### src/rtl/revaluate_controller_pkg.sv
// Shared types and constants for the revaluate controller.
// State encoding and 5x5 lane geometry.
package revaluate_controller_pkg;

  localparam logic [1:0] S_IDLE = 2'd0;
  localparam logic [1:0] S_LOAD = 2'd1;
  localparam logic [1:0] S_CALC = 2'd2;
  localparam logic [1:0] S_DONE = 2'd3;

  typedef enum logic [1:0] {
    IDLE = S_IDLE,
    LOAD = S_LOAD,
    CALC = S_CALC,
    DONE = S_DONE
  } state_t;

  localparam int REVALUATE_DIM   = 5;
  localparam int REVALUATE_LANES = 25;

endpackage

### src/rtl/revaluate_controller.sv
// Sequencer for the 5x5 revaluate datapath: load, 25 shifts, done.
// Ports: clk, rst (async high), start, rowCntCo, colCntCo,
//   doneAck (only with REVALUATE_CTRL_DONE_HOLD_EN), busy, done,
//   ldReg, clrReg, rowCntEn, rowCntClr, colCntEn, colCntClr, shL, clrOut.
module revaluate_controller
  import revaluate_controller_pkg::*;
#(
  parameter int DIM = REVALUATE_DIM
) (
  input  logic clk,
  input  logic rst,
  input  logic start,
  input  logic rowCntCo,
  input  logic colCntCo,
`ifdef REVALUATE_CTRL_DONE_HOLD_EN
  input  logic doneAck,
`endif
  output logic busy,
  output logic done,
  output logic ldReg,
  output logic clrReg,
  output logic rowCntEn,
  output logic rowCntClr,
  output logic colCntEn,
  output logic colCntClr,
  output logic shL,
  output logic clrOut
);

  if (DIM != REVALUATE_DIM) begin : g_dim_chk
    $error("revaluate_controller: only DIM=5 is supported");
  end

  state_t state;
  state_t nxt;
  logic   done_exit;

`ifdef REVALUATE_CTRL_DONE_HOLD_EN
  assign done_exit = doneAck;
`else
  assign done_exit = 1'b1;
`endif

  // Reserved: the input register is never cleared by this FSM.
  assign clrReg = 1'b0;

  always_ff @(posedge clk or posedge rst) begin
    if (rst) state <= IDLE;
    else     state <= nxt;
  end

  always_comb begin
    nxt       = state;
    busy      = 1'b0;
    done      = 1'b0;
    ldReg     = 1'b0;
    rowCntEn  = 1'b0;
    rowCntClr = 1'b0;
    colCntEn  = 1'b0;
    colCntClr = 1'b0;
    shL       = 1'b0;
    clrOut    = 1'b0;
    unique case (state)
      IDLE: begin
        if (start) nxt = LOAD;
      end
      LOAD: begin
        busy      = 1'b1;
        ldReg     = 1'b1;
        rowCntClr = 1'b1;
        colCntClr = 1'b1;
        clrOut    = 1'b1;
        nxt       = CALC;
      end
      CALC: begin
        busy     = 1'b1;
        shL      = 1'b1;
        colCntEn = 1'b1;
        // Row steps on the same edge the column wraps.
        rowCntEn = colCntCo;
        if (rowCntCo && colCntCo) nxt = DONE;
      end
      DONE: begin
        done = 1'b1;
        if (done_exit) nxt = IDLE;
      end
    endcase
  end

endmodule

### config.mk
export PLATFORM = sky130hd
export DESIGN_NAME = revaluate_controller
export DESIGN_NICKNAME = d
export VERILOG_FILES = /design/src/rtl/revaluate_controller_pkg.sv /design/src/rtl/revaluate_controller.sv
export SDC_FILE = /design/constraint.sdc
export NUM_CORES = 1
export LEC_CHECK = 0
export BUFFER_PORTS_ARGS = -buffer_cell sky130_fd_sc_hd__buf_2
export CAP_MARGIN = 25
export CORE_AREA = 3 3 40 42
export DETAILED_ROUTE_END_ITERATION = 8
export DIE_AREA = 0 0 43 45
export PLACE_DENSITY = 0.36
export SETUP_SLACK_MARGIN = 0.05
export SLEW_MARGIN = 20
export SYNTH_ARGS = -nofsm -noshare
export SYNTH_HDL_FRONTEND = slang
export SYNTH_SLANG_ARGS = --single-unit
export TNS_END_PERCENT = 10
### constraint.sdc
create_clock -name clk -period 1.8 [get_ports clk]
set_clock_uncertainty 0.15 [all_clocks]
set_input_delay 0.18 -clock clk [delete_from_list [all_inputs] [get_ports clk]]
set_output_delay 0.18 -clock clk [all_outputs]
set_load 0.01 [all_outputs]
==> impl_results.md <==
* Status: finished clean
* First-pass GRT wire length at about 780 um
* R2r setup slk at 0.21 ns
* Die Area at 1935 um2
* Largest reg by FF count: state
* Syn. warnings at 0
* CTS buffer count at 3
* DRC viols at 0
* Sequential share of the synthesized area at between 20% and 30%
* Vias in the first global route at between 150 and 200
* Fmax at ~630 MHz
* Fin nets at 46
* CTS tree: yes
* DR pass1 iterations at 2
* DP HPWL at between 300 and 400 um
* Worst-skew pair later-pin latency at around 0.23 ns
* Worst hold path class: in -> async
* Worst-case clock buffer depth at 2
* Final core utilization at 23.47%
* Crit. End Element: register
* Largest register FFs at 2
* Leak pwr at roughly 0.18 nW
* Port buffer count at 13
* Ratio of cells with drive above 1 in the final layout at between 60% and 70%
* H-Tree Depth at 1
* I/O pins at 15
* Largest net degree at the start of global routing at 6
* R2R Path End: state[1]$_DFFE_PP0P_
* Chip width at approximately 43 um
* Row cnt at 13
* Worst EP required at 1.75 ns
* GP Congestion at roughly 0.64
* Synth cell types at 10
* Synth Net Count at 32
* Root Buffer: clkbuf_4
* Most frequent cells in the layout: buf_2 (13), ha_1 (5), inv_1 (4), clkbuf_4 (3), dfrtp_1 (2)
* Vias at about 180
* Most common cell after layout, fill and taps aside: buf_2
* WHS at about 0.19 ns
* Period minus WS final at around 1.6 ns
* Initial Utilization at 17.33%
* Antenna diode count at 0
* Max Cap Viol at 0
* Initial antenna violation count at 0
* GRT Resource Usage Total at under 10%
* Worst r2r path cells at 5
* Multi-input gate area at 120.1 um2
* Top Registers: state (2)
* Inst Count DP at between 40 and 50
* Detail Route Antenna Nets at 0
* Overflow after GRT at 0
* Layout Cells excl Fill at approximately 50
* Maximum vdd drop at approximately 0.57 mV
* Mean Syn Cell Area at approximately 10 um2
* Slew Viols, Final at 0
* WL/cell at 9.694 um
* Fillers at 140
* DR iter-0 viols at 2
* Area grow syn2layout at 35.39%
* Routed wire length at between 400 and 500 um
* Synth Register Bits at 2
* R2r startpoint: state[0]$_DFFE_PP0P_
* Total Power at just under 600 uW
* Setup tns final at 0 ns
* Vias/cell at about 3.6
* Hold Vio Cnt, Final at 0
* Worst Setup Path Type: reg -> reg
* Clk slew on worst S/H paths at ~0.03 ns
* Cell count after synthesis at 22
* CP Max Fanout at 4
* Die Ht at about 45 um
* Worst EP arrival at between 1.5 and 2 ns
* CTS Sinks at 2
* Core area at 1285 um2
* Endpoints failing setup at 0
* Power Density at about 1900 nW/um2
* Sequential cell area at about 50 um2
* Synth Cell Area at 222.7 um2
* Final period utilization at approximately 89%
* CP Launch Type: register
* RSZ-0062 raised after global routing: false
-- cells in the mapped netlist, drive strengths merged --
library cell  count  area [um2]
and2              1       7.510
ha                5       62.56
conb              1       3.750
mux2              1       15.01
dfrtp             2       50.05
inv               4       15.01
o32a              1       11.26
buf               5       37.54
a21oi             1       8.760
a21boi            1       11.26
-- critical path: stages, from the launching register on --
cell and delay, ns:
dfrtp_1 0.38, inv_1 0.10, ha_1 0.20, a21boi_2 0.17, a21oi_2 0.15, mux2_4 0.31
-- per-layer routing --
metal	vias to the layer above	wire length [um]	track usage [%]
met3	0	40	3.984
met4	0	0	3.614
met2	9	230	8.982
li1	87	-	-
met5	-	0	0
met1	80	205	5.314
-- timing repair --
item	in CTS	in global routing
hold endpoints to repair	2	0
setup buffers	0	0
gates resized for setup	0	0
hold buffers	1	0
-- cell type report --
cell class              count  area share, %
repair buffers             14          24.90
clock buffers               3          7.469
flip-flops and latches      2          16.60
multi-input cells          11          39.83
inverters                   4          4.979
well taps                  15          6.224
-- power breakdown --
group | total [mW] | leakage, nW | internal [mW] | switching [mW]
Combinational | 0.380 | 0.146 | 0.191 | 0.189
Sequential | 0.101 | 0.0235 | 0.0714 | 0.0293
Clock | 0.0996 | 0.0138 | 0.0736 | 0.0260
-- through the flow --
stage          cell area [um2]  setup slack, ns
6_report                 301.5           0.2051
3_3_place_gp             269.0           0.2378
4_1_cts                  301.5           0.1930
5_1_grt                  301.5           0.1262
3_5_place_dp             269.0           0.2053
2_1_floorplan            222.7           0.3061
-- how the worst max path moves through the flow --
stage                          from                   end  slack (ns)  cells past startpoint
5_1_grt        state[0]$_DFFE_PP0P_  state[1]$_DFFE_PP0P_        0.13                      5
4_1_cts        state[0]$_DFFE_PP0P_  state[1]$_DFFE_PP0P_        0.19                      5
6_report       state[0]$_DFFE_PP0P_  state[1]$_DFFE_PP0P_        0.21                      5
2_1_floorplan  state[0]$_DFFE_PP0P_  state[1]$_DFFE_PP0P_        0.31                      5
3_5_place_dp   state[0]$_DFFE_PP0P_  state[1]$_DFFE_PP0P_        0.21                      5
3_3_place_gp   state[0]$_DFFE_PP0P_  state[1]$_DFFE_PP0P_        0.24                      5
-- kinds of logic (layout without fill, tap and decap cells) --
logic type	Yosys count	after routing	share of synthesized area (%)
flip-flops	2	2	22.47
other	1	1	1.684
multiplexers	1	1	6.740
AO/OA/AOI/OAI	3	3	14.04
AND/OR/NAND/NOR	1	1	3.372
adder cells (fa/ha/maj)	5	5	28.09
buffers and inverters	9	21	23.60
(Power assumes the default switching activity.)
